### config.mk
export PLATFORM = sky130hd
export DESIGN_NAME = branch_ctrl_flat
export DESIGN_NICKNAME = d
export VERILOG_FILES = /design/src/rtl/branch_ctrl_if.sv /design/src/rtl/branch_ctrl.sv /design/src/flat_wrapper.sv
export SDC_FILE = /design/constraint.sdc
export NUM_CORES = 1
export LEC_CHECK = 0
export ABC_AREA = 1
export CAP_MARGIN = 10
export CORE_MARGIN = 1
export CORE_UTILIZATION = 42
export CTS_CLUSTER_DIAMETER = 80
export DETAILED_ROUTE_END_ITERATION = 7
export PLACE_DENSITY = 0.8
export SYNTH_ARGS = -nofsm -noshare
export SYNTH_HDL_FRONTEND = slang
export SYNTH_SLANG_ARGS = --single-unit
### constraint.sdc
create_clock -name clk -period 1.45 [get_ports clk]
set_input_delay 0.145 -clock clk [delete_from_list [all_inputs] [get_ports clk]]
set_output_delay 0.145 -clock clk [all_outputs]
set_load 0.01 [all_outputs]
### src/rtl/branch_ctrl_if.sv
// ---------------------------------------------------------------------------
// branch_ctrl_if
// Redirect handshake between the branch resolution stage and instruction fetch.
//   redirect_valid  master -> slave  a redirect to redirect_pc is being offered
//   redirect_pc     master -> slave  target PC, held stable while valid
//   redirect_ready  slave -> master  IF accepts the redirect this cycle
// The branch stage is the master; IF is the slave.
// ---------------------------------------------------------------------------
interface branch_ctrl_if;
    logic        redirect_valid;
    logic        redirect_ready;
    logic [31:0] redirect_pc;

    modport master (
        output redirect_valid,
        output redirect_pc,
        input  redirect_ready
    );

    modport slave (
        input  redirect_valid,
        input  redirect_pc,
        output redirect_ready
    );
endinterface

### src/rtl/branch_ctrl.sv
// ---------------------------------------------------------------------------
// branch_ctrl
// Branch resolution stage sitting right after the ID-stage RS/RT comparator.
// It turns the comparator flags and the decoded branch op into a taken /
// not-taken decision, waits for the MIPS delay-slot instruction to be fetched,
// then offers exactly one redirect to IF per taken branch. It also produces
// the GPR31 link write for BGEZAL/BLTZAL and keeps wrap-around statistics.
//
// Ports
//   clk, rst        clock and synchronous active-high reset
//   id_fire         ID instruction valid and advancing this cycle
//   br_op           0 none, 1 BEQ, 2 BNE, 3 BGEZ, 4 BGTZ, 5 BLEZ, 6 BLTZ,
//                   7 BGEZAL, 8 BLTZAL, 9 J/JAL/JR, 10-15 none
//   cmp_ne          RS != RT
//   cmp_sign        00 RS==0, 10 RS<0, 01 RS>0 (11 is illegal)
//   br_target       resolved target PC
//   id_pc           PC of the branch in ID
//   ds_fetched      delay-slot instruction accepted by IF (level)
//   flush           exception / ERET flush from CP0
//   redir           redirect handshake to IF (master side)
//   br_busy         stall ID while a taken branch is outstanding
//   link_we         GPR31 link write strobe (combinational)
//   link_data       id_pc + 8
//   br_cnt          number of branch ops decided
//   taken_cnt       number of taken branches
// ---------------------------------------------------------------------------
module branch_ctrl #(
    parameter int CNT_W = 32
) (
    input  logic               clk,
    input  logic               rst,
    input  logic               id_fire,
    input  logic [3:0]         br_op,
    input  logic               cmp_ne,
    input  logic [1:0]         cmp_sign,
    input  logic [31:0]        br_target,
    input  logic [31:0]        id_pc,
    input  logic               ds_fetched,
    input  logic               flush,
    branch_ctrl_if.master      redir,
    output logic               br_busy,
    output logic               link_we,
    output logic [31:0]        link_data,
    output logic [CNT_W-1:0]   br_cnt,
    output logic [CNT_W-1:0]   taken_cnt
);

    typedef enum logic [1:0] {
        IDLE    = 2'd0,
        WAIT_DS = 2'd1,
        REDIR   = 2'd2
    } state_t;

    state_t       state;
    logic         redirect_valid_q;
    logic [31:0]  redirect_pc_q;
    logic         is_branch;
    logic         decide;
    logic         taken;

    // A branch is only decided while no earlier taken branch is outstanding;
    // ID is expected to hold the instruction while br_busy is high.
    assign is_branch = (br_op >= 4'd1) && (br_op <= 4'd9);
    assign decide    = id_fire && (state == IDLE) && is_branch;

    // Taken evaluation from the comparator flags. cmp_sign==11 matches none
    // of the sign patterns, so every sign-based op falls to not-taken.
    always_comb begin
        taken = 1'b0;
        case (br_op)
            4'd1:       taken = ~cmp_ne;
            4'd2:       taken = cmp_ne;
            4'd3, 4'd7: taken = (cmp_sign == 2'b00) || (cmp_sign == 2'b01);
            4'd4:       taken = (cmp_sign == 2'b01);
            4'd5:       taken = (cmp_sign == 2'b00) || (cmp_sign == 2'b10);
            4'd6, 4'd8: taken = (cmp_sign == 2'b10);
            4'd9:       taken = 1'b1;
            default:    taken = 1'b0;
        endcase
    end

    // Link write happens for the and-link forms whether or not they branch.
    assign link_we   = decide && ((br_op == 4'd7) || (br_op == 4'd8));
    assign link_data = id_pc + 32'd8;

    assign br_busy              = (state != IDLE);
    assign redir.redirect_valid = redirect_valid_q;
    assign redir.redirect_pc    = redirect_pc_q;

    // Control FSM and statistics. Flush overrides everything except reset:
    // it abandons any outstanding redirect and suppresses counting of a
    // branch decided in the same cycle, but leaves the counters intact.
    // redirect_pc is only written on a taken decide, which can only occur in
    // IDLE, so it cannot move while the redirect is being offered.
    always_ff @(posedge clk) begin
        if (rst) begin
            state            <= IDLE;
            redirect_valid_q <= 1'b0;
            redirect_pc_q    <= 32'd0;
            br_cnt           <= '0;
            taken_cnt        <= '0;
        end else if (flush) begin
            state            <= IDLE;
            redirect_valid_q <= 1'b0;
        end else begin
            case (state)
                IDLE: begin
                    if (decide) begin
                        br_cnt <= br_cnt + 1'b1;
                        if (taken) begin
                            taken_cnt     <= taken_cnt + 1'b1;
                            redirect_pc_q <= br_target;
                            if (ds_fetched) begin
                                state            <= REDIR;
                                redirect_valid_q <= 1'b1;
                            end else begin
                                state <= WAIT_DS;
                            end
                        end
                    end
                end
                WAIT_DS: begin
                    if (ds_fetched) begin
                        state            <= REDIR;
                        redirect_valid_q <= 1'b1;
                    end
                end
                REDIR: begin
                    if (redir.redirect_ready) begin
                        state            <= IDLE;
                        redirect_valid_q <= 1'b0;
                    end
                end
                default: begin
                    state            <= IDLE;
                    redirect_valid_q <= 1'b0;
                end
            endcase
        end
    end

endmodule

### src/flat_wrapper.sv
// flat-port wrapper written by rule: the top's interface ports become plain ports
module branch_ctrl_flat 
#(
    parameter int CNT_W = 32
)
  (clk, rst, id_fire, br_op, cmp_ne, cmp_sign, br_target, id_pc, ds_fetched, flush, br_busy, link_we, link_data, br_cnt, taken_cnt, redir_redirect_valid, redir_redirect_pc, redir_redirect_ready);
  branch_ctrl_if redir_i ();
  input  logic clk;
  input  logic rst;
  input  logic id_fire;
  input  logic [3:0] br_op;
  input  logic cmp_ne;
  input  logic [1:0] cmp_sign;
  input  logic [31:0] br_target;
  input  logic [31:0] id_pc;
  input  logic ds_fetched;
  input  logic flush;
  output logic br_busy;
  output logic link_we;
  output logic [31:0] link_data;
  output logic [CNT_W-1:0] br_cnt;
  output logic [CNT_W-1:0] taken_cnt;
  output wire logic [$bits(redir_i.redirect_valid)-1:0] redir_redirect_valid;
  output wire logic [$bits(redir_i.redirect_pc)-1:0] redir_redirect_pc;
  input wire logic [$bits(redir_i.redirect_ready)-1:0] redir_redirect_ready;
  assign redir_redirect_valid = redir_i.redirect_valid;
  assign redir_redirect_pc = redir_i.redirect_pc;
  assign redir_i.redirect_ready = redir_redirect_ready;
  branch_ctrl #(.CNT_W(CNT_W)) u_core (.clk(clk), .rst(rst), .id_fire(id_fire), .br_op(br_op), .cmp_ne(cmp_ne), .cmp_sign(cmp_sign), .br_target(br_target), .id_pc(id_pc), .ds_fetched(ds_fetched), .flush(flush), .redir(redir_i), .br_busy(br_busy), .link_we(link_we), .link_data(link_data), .br_cnt(br_cnt), .taken_cnt(taken_cnt));
endmodule
==> results.yml, run 1 <==
setup_path:
  critPathMaxFanout: 3
  worstSetupPathType: "register to register"
  critPathRequiredTime_ns: 1.73
  r2r-end: "u_core.taken_cnt[22]"
  worst-path-buf-inv: 0
  worstSetupStartpointType: "register"
  rr_startpoint: "u_core.taken_cnt[7]"
  slowest_stage: "nor3_1"
  r2r_cells: 8
  cp_top_family: "simple AND/OR/NAND/NOR gates"
  crit_chain: "nand2_1 -> nor3_1 -> nand2_1 -> nor2_1 -> nand3_1 -> nand2_1 -> nand2_2 -> a21oi_2"
  end_kind: "register"
  worstPathArrival_ns: 2.06
  slowest_delay_ns: 0.43
  path_common_cell: "nand2_1"
  reg2reg_slack_ns: -0.33
pwr:
  powerDensity_nw_per_um2: 560
  p_clk_share_pct: 38.2
  switchingPower_uw: 1840
  netSwitchingFraction_pct: 28.8
  cellLeakagePower_uw: 0.00513
  combPwrFrac_pct: 18.5
  power_uw: 6400
  internal_power_uw: 4560
  vdd_drop_max_v: 0.000584
  power_frac_seq_pct: 43.4
final_layout:
  drive_above_1_share_pct: 41.9
  final_common_cell: "nand2_1"
  syn_to_final_growth_pct: 90.9
  postLayoutCoreUtil_pct: 82.3
  design_area_sq_um: 11400
  layout_common_cells: "nand2_1 (225), buf_4 (196), nor2_1 (127)"
  num-nets-final: 1458
  diodes: 0
global_routing:
  grt_use_met2_pct: 53.9
  grt_pass1_wl_mm: 36.0
  grt.busiest_layer: "met2"
  grt_pass1_vias: 7682
  grt_usage_pct: 30.6
  antenna_found_initial: 0
  grt_max_degree: 50
  grt-ovfl-total: 0
  use_met1_pct: 35.5
  grtUsageMet3_pct: 6.02
floorplanning:
  die_h_um: 121
  ios: 208
  start_util_pct: 43.1
  row_count: 43
  core_area_sq_um: 13900
  fp.dieArea_sq_um: 14700
  die_w_um: 121
clock_network:
  numCtsBuffers: 9
  tritoncts: "done"
  clockRootBuffer: "clkbuf_16"
  clkSlewWorstSetupHoldPaths_ns: 0.09
  clock_latency_ns: 0.35
  cts-htree-levels: 3
  clkSinkCount: 99
  clk_path_buf_depth: 2
hold_path:
  hold_start: "rst"
  hold_path_depth: 3
  hold_class: "primary input to register"
  hold_path_end: "u_core.br_cnt[16]"
sta:
  tns_ns: -13.80
  rsz0062_at_grt: "yes"
  clock.fmax_mhz: 561
  worst_pin_slew_ns: 0.536
  setup_viol: 107
  fin_skew_ns: 0.0155
  layout_setup_ws_ns: -0.333
  hold_viol: 0
  relSlewSlack_pct: 64.0
  final_max_slew_viol_count: 0
  post-route-period-util_pct: 123
  period_needed_ns: 1.78
run_status:
  outcome: "finished, violations left"
  violations: "negative setup slack"
drt:
  drc: 0
  drtPass1Iterations: 7
  via_per_inst: 5.36
  drtAntennaViolNets: 0
  num_vias: 8380
  routedWlPerCell_um: 16.9
  drtIter0Drc: 629
  drt_wl_total_mm: 26.4
synthesis:
  synth_seq_area_share_pct: 33.1
  syn_avg_cell_area_sq_um: 6.20
  netlist.area_leader.share_pct: 33.1
  synthesis.nets: 1045
  syn_area_sq_um: 5980
  synth-seq-cells: 99
  yosys.area.top_type: "dfxtp_1"
  syn_inst: 965
  ys_types: 33
  synth_area_leaders: "dfxtp_1 (33%), nand2_1 (18%), nor2_1 (11%)"
  synth_warnings: 0
placement:
  place_hpwl_mm: 15.4
  gp_congestion: 0.922
  port_buffers: 201
  postPlaceCellArea_sq_um: 9560
job:
  max_cap_violations: 0
-- area by class of cell --
type | count | area (sq um)
Clock inverter | 7 | 68.8
Inverter | 77 | 310
Fill cell | 865 | 2460
Multi-Input combinational cell | 758 | 4650
Clock buffer | 9 | 225
Sequential cell | 99 | 2050
Timing Repair Buffer | 433 | 3890
Tap cell | 180 | 225
-- per-layer routing --
layer	vias to the layer above	wire length (um)
met5	-	0
li1	3911	-
met3	98	2090
met1	3941	9890
met2	430	13400
met4	0	1020
-- sequential cells by signal, indices dropped and copies added (netlist names) --
signal	cells
u_core.br_cnt	32
u_core.redir.redirect_pc	32
u_core.taken_cnt	32
u_core.state	2
u_core.redir.redirect_valid	1
-- cells in the mapped netlist (all sizes together) --
| cell type | n |
|---|---|
| xnor2 | 11 |
| clkinv | 1 |
| ha | 3 |
| nor2 | 187 |
| and2 | 1 |
| dfxtp | 99 |
| nor4 | 5 |
| nor3 | 41 |
| a21boi | 4 |
| o21ai | 54 |
| nand3 | 35 |
| inv | 76 |
| nand2 | 295 |
| nand3b | 7 |
| xor2 | 35 |
| a21oi | 64 |
| clkbuf | 12 |
| nor3b | 2 |
| o21bai | 1 |
| nand4 | 12 |
| buf | 20 |
-- repair_timing --
item,CTS,global route
hold buffers,0,0
gates cloned,7,7
pin swaps,51,81
buffers inserted,21,23
gates resized for setup,426,253
setup endpoints to repair,185,122
-- power groups by stage --
stage | registers (uW) | clock network (uW) | logic [uW]
finish | 2770 | 2440 | 1180
global placement | 2840 | 0 | 892
CTS | 2770 | 2440 | 986
global route | 2780 | 2520 | 1250
floorplan | 2850 | 0 | 326
detailed placement | 2840 | 0 | 910
-- tightest hold or removal path, cell delays in order --
cell and delay (ns):
buf_2 0.12, buf_12 0.20, nor2_1 0.12
-- worst max path at each step --
stage                        startpoint              endpoint  slack, ns  depth (start not counted)
CTS                            id_pc[4]         link_data[19]      -0.18                         10
finish              u_core.taken_cnt[7]  u_core.taken_cnt[22]      -0.33                          8
global route        u_core.taken_cnt[8]  u_core.taken_cnt[30]      -0.51                          8
global placement               id_pc[3]         link_data[31]      -1.02                         12
detailed placement             id_pc[3]         link_data[19]      -1.13                         10
floorplan              u_core.br_cnt[0]     u_core.br_cnt[20]      -0.02                         12
-- cell families (layout without fill, tap and decap cells) --
| group | Yosys count | in the layout | share of synthesized area (%) |
|---|---|---|---|
| compound gates | 123 | 123 | 10.5 |
| xor+xnor | 46 | 46 | 6.73 |
| fa+ha+maj | 3 | 3 | 0.627 |
| buf+inv | 109 | 526 | 8.22 |
| flops | 99 | 99 | 33.1 |
| simple gates | 585 | 586 | 40.8 |
-- through the flow --
stage          setup slack [ns]  instances  hold WS, ns
2_1_floorplan           -0.0228        965        0.223
3_3_place_gp              -1.02       1499        0.290
3_5_place_dp              -1.13       1499        0.290
4_1_cts                  -0.177       1541        0.256
5_1_grt                  -0.510       1563        0.290
6_report                 -0.333       1563        0.290
Power figures use the tool's default switching activity.
==> inputs of run 2 (changes only) <==
Settings changed: ABC_AREA 1 to not set, CORE_UTILIZATION 42 to 40.
==> run 2 against run 1 <==
The run still ends with negative setup slack left; register-to-register slack lost 0.23 ns; critical path depth up 1; cell count decreased by 22%; sequential power hardly changed; hold slack lost 0.19 ns; sequential share of layout area rose by 1.0 points; clock-buffer cell count up 4; non-clock buffer count is 2 higher; area after synthesis down 12%; combinational power is 9% higher; design area is 5.2% lower; die area is 7.5% lower.
==> results.yml, run 2 <==
run_status:
  outcome: "finished, violations left"
  violations: "negative setup slack"
global_routing:
  grt_pass1_vias: 7236
  antenna_found_initial: 0
  grt_usage_pct: 34.2
  grt-ovfl-total: 0
  grt_pass1_wl_mm: 36.0
  grt_max_degree: 49
synthesis:
  syn_avg_cell_area_sq_um: 8.16
  synthFlopType: "dfxtp_1"
  synth_seq_area_share_pct: 37.7
  synth_common_cells: "dfxtp_1 (99), a21oi_1 (70), nor2_1 (40), o21ai_0 (40), nand3_1 (39)"
  syn_area_sq_um: 5260
  async_flop_share_pct: 0
  synth-seq-cells: 99
  synth_edf_count: 0
  synth_warnings: 0
  netlist.area_leader.share_pct: 37.7
  syn_inst: 645
  synth_area_leaders: "dfxtp_1 (38%), a21oi_1 (6.7%), xnor2_1 (6.2%)"
  synthesis.nets: 725
  ys_types: 48
  synth.most_common_cell: "dfxtp_1"
  yosys.area.top_type: "dfxtp_1"
clock_network:
  cts-htree-levels: 3
  cts.hold.buffers_added: 0
  clockRootBuffer: "clkbuf_16"
  clkSlewWorstSetupHoldPaths_ns: 0.07
  clkSinkCount: 99
  clock_latency_ns: 0.35
  clk_path_buf_depth: 2
  numCtsBuffers: 9
  tritoncts: "done"
placement:
  postPlaceCellArea_sq_um: 8820
  gp_congestion: 0.956
  place_hpwl_mm: 14.0
  port_buffers: 201
pwr:
  p_clk_share_pct: 39.0
  cellLeakagePower_uw: 0.00480
  power_frac_seq_pct: 41.5
  switchingPower_uw: 1710
  vdd_drop_max_v: 0.000571
  combPwrFrac_pct: 19.5
  powerDensity_nw_per_um2: 610
  netSwitchingFraction_pct: 25.9
  internal_power_uw: 4890
drt:
  drc: 0
  drtIter0Drc: 651
  highest_layer: "met4"
  via_per_inst: 6.04
  wl_met3_mm: 1.65
  routed-wl-met2_mm: 13.9
  met1Wirelength_mm: 9.55
  drtPass1Iterations: 5
  routedWlPerCell_um: 21.9
  num_vias: 7361
  drtAntennaViolNets: 0
  drt_wl_total_mm: 26.7
final_layout:
  final_common_cell: "buf_4"
  diodes: 0
  drive_above_1_share_pct: 48.0
  layout_common_cells: "buf_4 (169), clkdlybuf4s50_1 (78), dlygate4sd2_1 (67)"
  syn_to_final_growth_pct: 106
  design_area_sq_um: 10800
  num-nets-final: 1121
  postLayoutCoreUtil_pct: 85.1
setup_path:
  worstSetupStartpointType: "primary input"
  worst-path-buf-inv: 5
  end_kind: "register"
  critPathRequiredTime_ns: 1.72
  cp-startpoint: "flush"
  cp_top_family: "buffers and inverters"
  rr_startpoint: "u_core.state[0]"
  worstPathArrival_ns: 2.29
  slowest_stage: "clkdlybuf4s50_1"
  worstSetupPathType: "primary input to register"
  critPathMaxFanout: 8
  crit_chain: "clkdlybuf4s50_1 -> nor4b_4 -> buf_6 -> buf_12 -> nand2_8 -> buf_12 -> buf_16 -> or4_4 -> a21oi_2"
  slowest_delay_ns: 0.53
  path_common_cell: "buf_12"
job:
  max_cap_violations: 0
floorplanning:
  fp.dieArea_sq_um: 13600
  ios: 208
  die_h_um: 117
  start_util_pct: 41.4
  core_area_sq_um: 12700
  die_w_um: 117
  row_count: 41
sta:
  final_max_slew_viol_count: 0
  period_needed_ns: 2.03
  post-route-period-util_pct: 140
  clock.fmax_mhz: 493
  setup_viol: 109
  rsz0062_at_grt: "yes"
  layout_setup_ws_ns: -0.577
  fin_skew_ns: 0.00954
  relSlewSlack_pct: 69.1
  hold_viol: 0
  worst_pin_slew_ns: 0.460
hold_path:
  hold_start: "rst"
  hold_class: "primary input to register"
## run 2: cell count changes after synthesis, moves of 21 or more
cell	delta
nand2_1	-254
nor2_1	-141
inv_1	-66
or4_1	+32
o31ai_1	+31
nand3b_1	+27
xnor2_1	+26
nor3_1	-25
xor2_1	-21
## run 2: per-layer routing
| layer | GRT usage (%) | up-vias |
|---|---|---|
| met4 | 21.1 | 0 |
| li1 | - | 3185 |
| met1 | 35.9 | 3577 |
| met5 | 0 | - |
| met2 | 63.1 | 443 |
| met3 | 6.38 | 156 |
## run 2: power by group through the flow
stage	clock (uW)	combinational, uW	sequential [uW]
2_1_floorplan	0	447	2810
3_3_place_gp	0	910	2800
3_5_place_dp	0	939	2800
4_1_cts	2540	1130	2740
5_1_grt	2670	1330	2740
6_report	2570	1290	2740
## run 2: path summary, 6_finish.rpt
| path | to | slack, ns | depth (start not counted) |
|---|---|---|---|
| max | u_core.taken_cnt[11] | -0.58 | 9 |
| min | u_core.taken_cnt[2] | 0.10 | 2 |
| max reg2reg | u_core.taken_cnt[11] | -0.56 | 8 |
| min reg2reg | u_core.redir.redirect_pc[7] | 0.47 | 2 |
## run 2: logic make-up (layout without fill, tap and decap cells)
group | Yosys count | count (layout) | synth area share [%]
AOI/OAI and AO/OA | 151 | 151 | 16.5
xor gates and xnor gates | 51 | 51 | 8.49
buffers and inverters | 58 | 459 | 4.87
adders and majority gates | 3 | 3 | 0.713
muxes | 1 | 1 | 0.214
and+or+nand+nor | 282 | 282 | 31.6
DFF | 99 | 99 | 37.7
## run 2: timing repair
action,in CTS,in global routing
setup buffers,41,19
setup endpoints to repair,185,126
resized for setup,381,158
pin swaps,93,95
cloned,12,3
## run 2: metrics by stage
step / worst slack, ns / std cells / TNS, ns / hold WS (ns) / power, uW
6_report: -0.577 / 1218 / -37.86 / 0.101 / 6600
5_1_grt: -0.584 / 1218 / -42.47 / 0.0927 / 6740
4_1_cts: -0.470 / 1207 / -28.43 / 0.0976 / 6400
3_5_place_dp: -0.941 / 1141 / -94.60 / 0.290 / 3740
3_3_place_gp: -0.844 / 1141 / -86.40 / 0.290 / 3710
2_1_floorplan: -0.531 / 645 / -17.88 / 0.307 / 3260
## run 2: worst register-to-register path, stage by stage, from the launching register on
cell and delay, ns:
dfxtp_2 0.34, nor4b_4 0.28, buf_6 0.17, buf_12 0.11, nand2_8 0.11, buf_12 0.16
buf_16 0.13, or4_4 0.43, a21oi_2 0.21
## run 2: area by class of cell
| type | instances | area (sq um) |
|---|---|---|
| repair buffers | 435 | 4100 |
| clock buffers | 13 | 272 |
| flip-flops and latches | 99 | 2050 |
| multi-input cells | 488 | 4120 |
| inverters | 8 | 30.0 |
| well taps | 172 | 215 |
| clock inverters | 3 | 43.8 |
| fillers | 644 | 1900 |
==> inputs of run 3 (changes only) <==
Settings changed: CTS_CLUSTER_DIAMETER 80 to not set, GPL_TIMING_DRIVEN set to 1, SLEW_MARGIN set to 25.
==> results of run 3 <==
No change in the layout: final DEF, timing and power equal those of run 2.
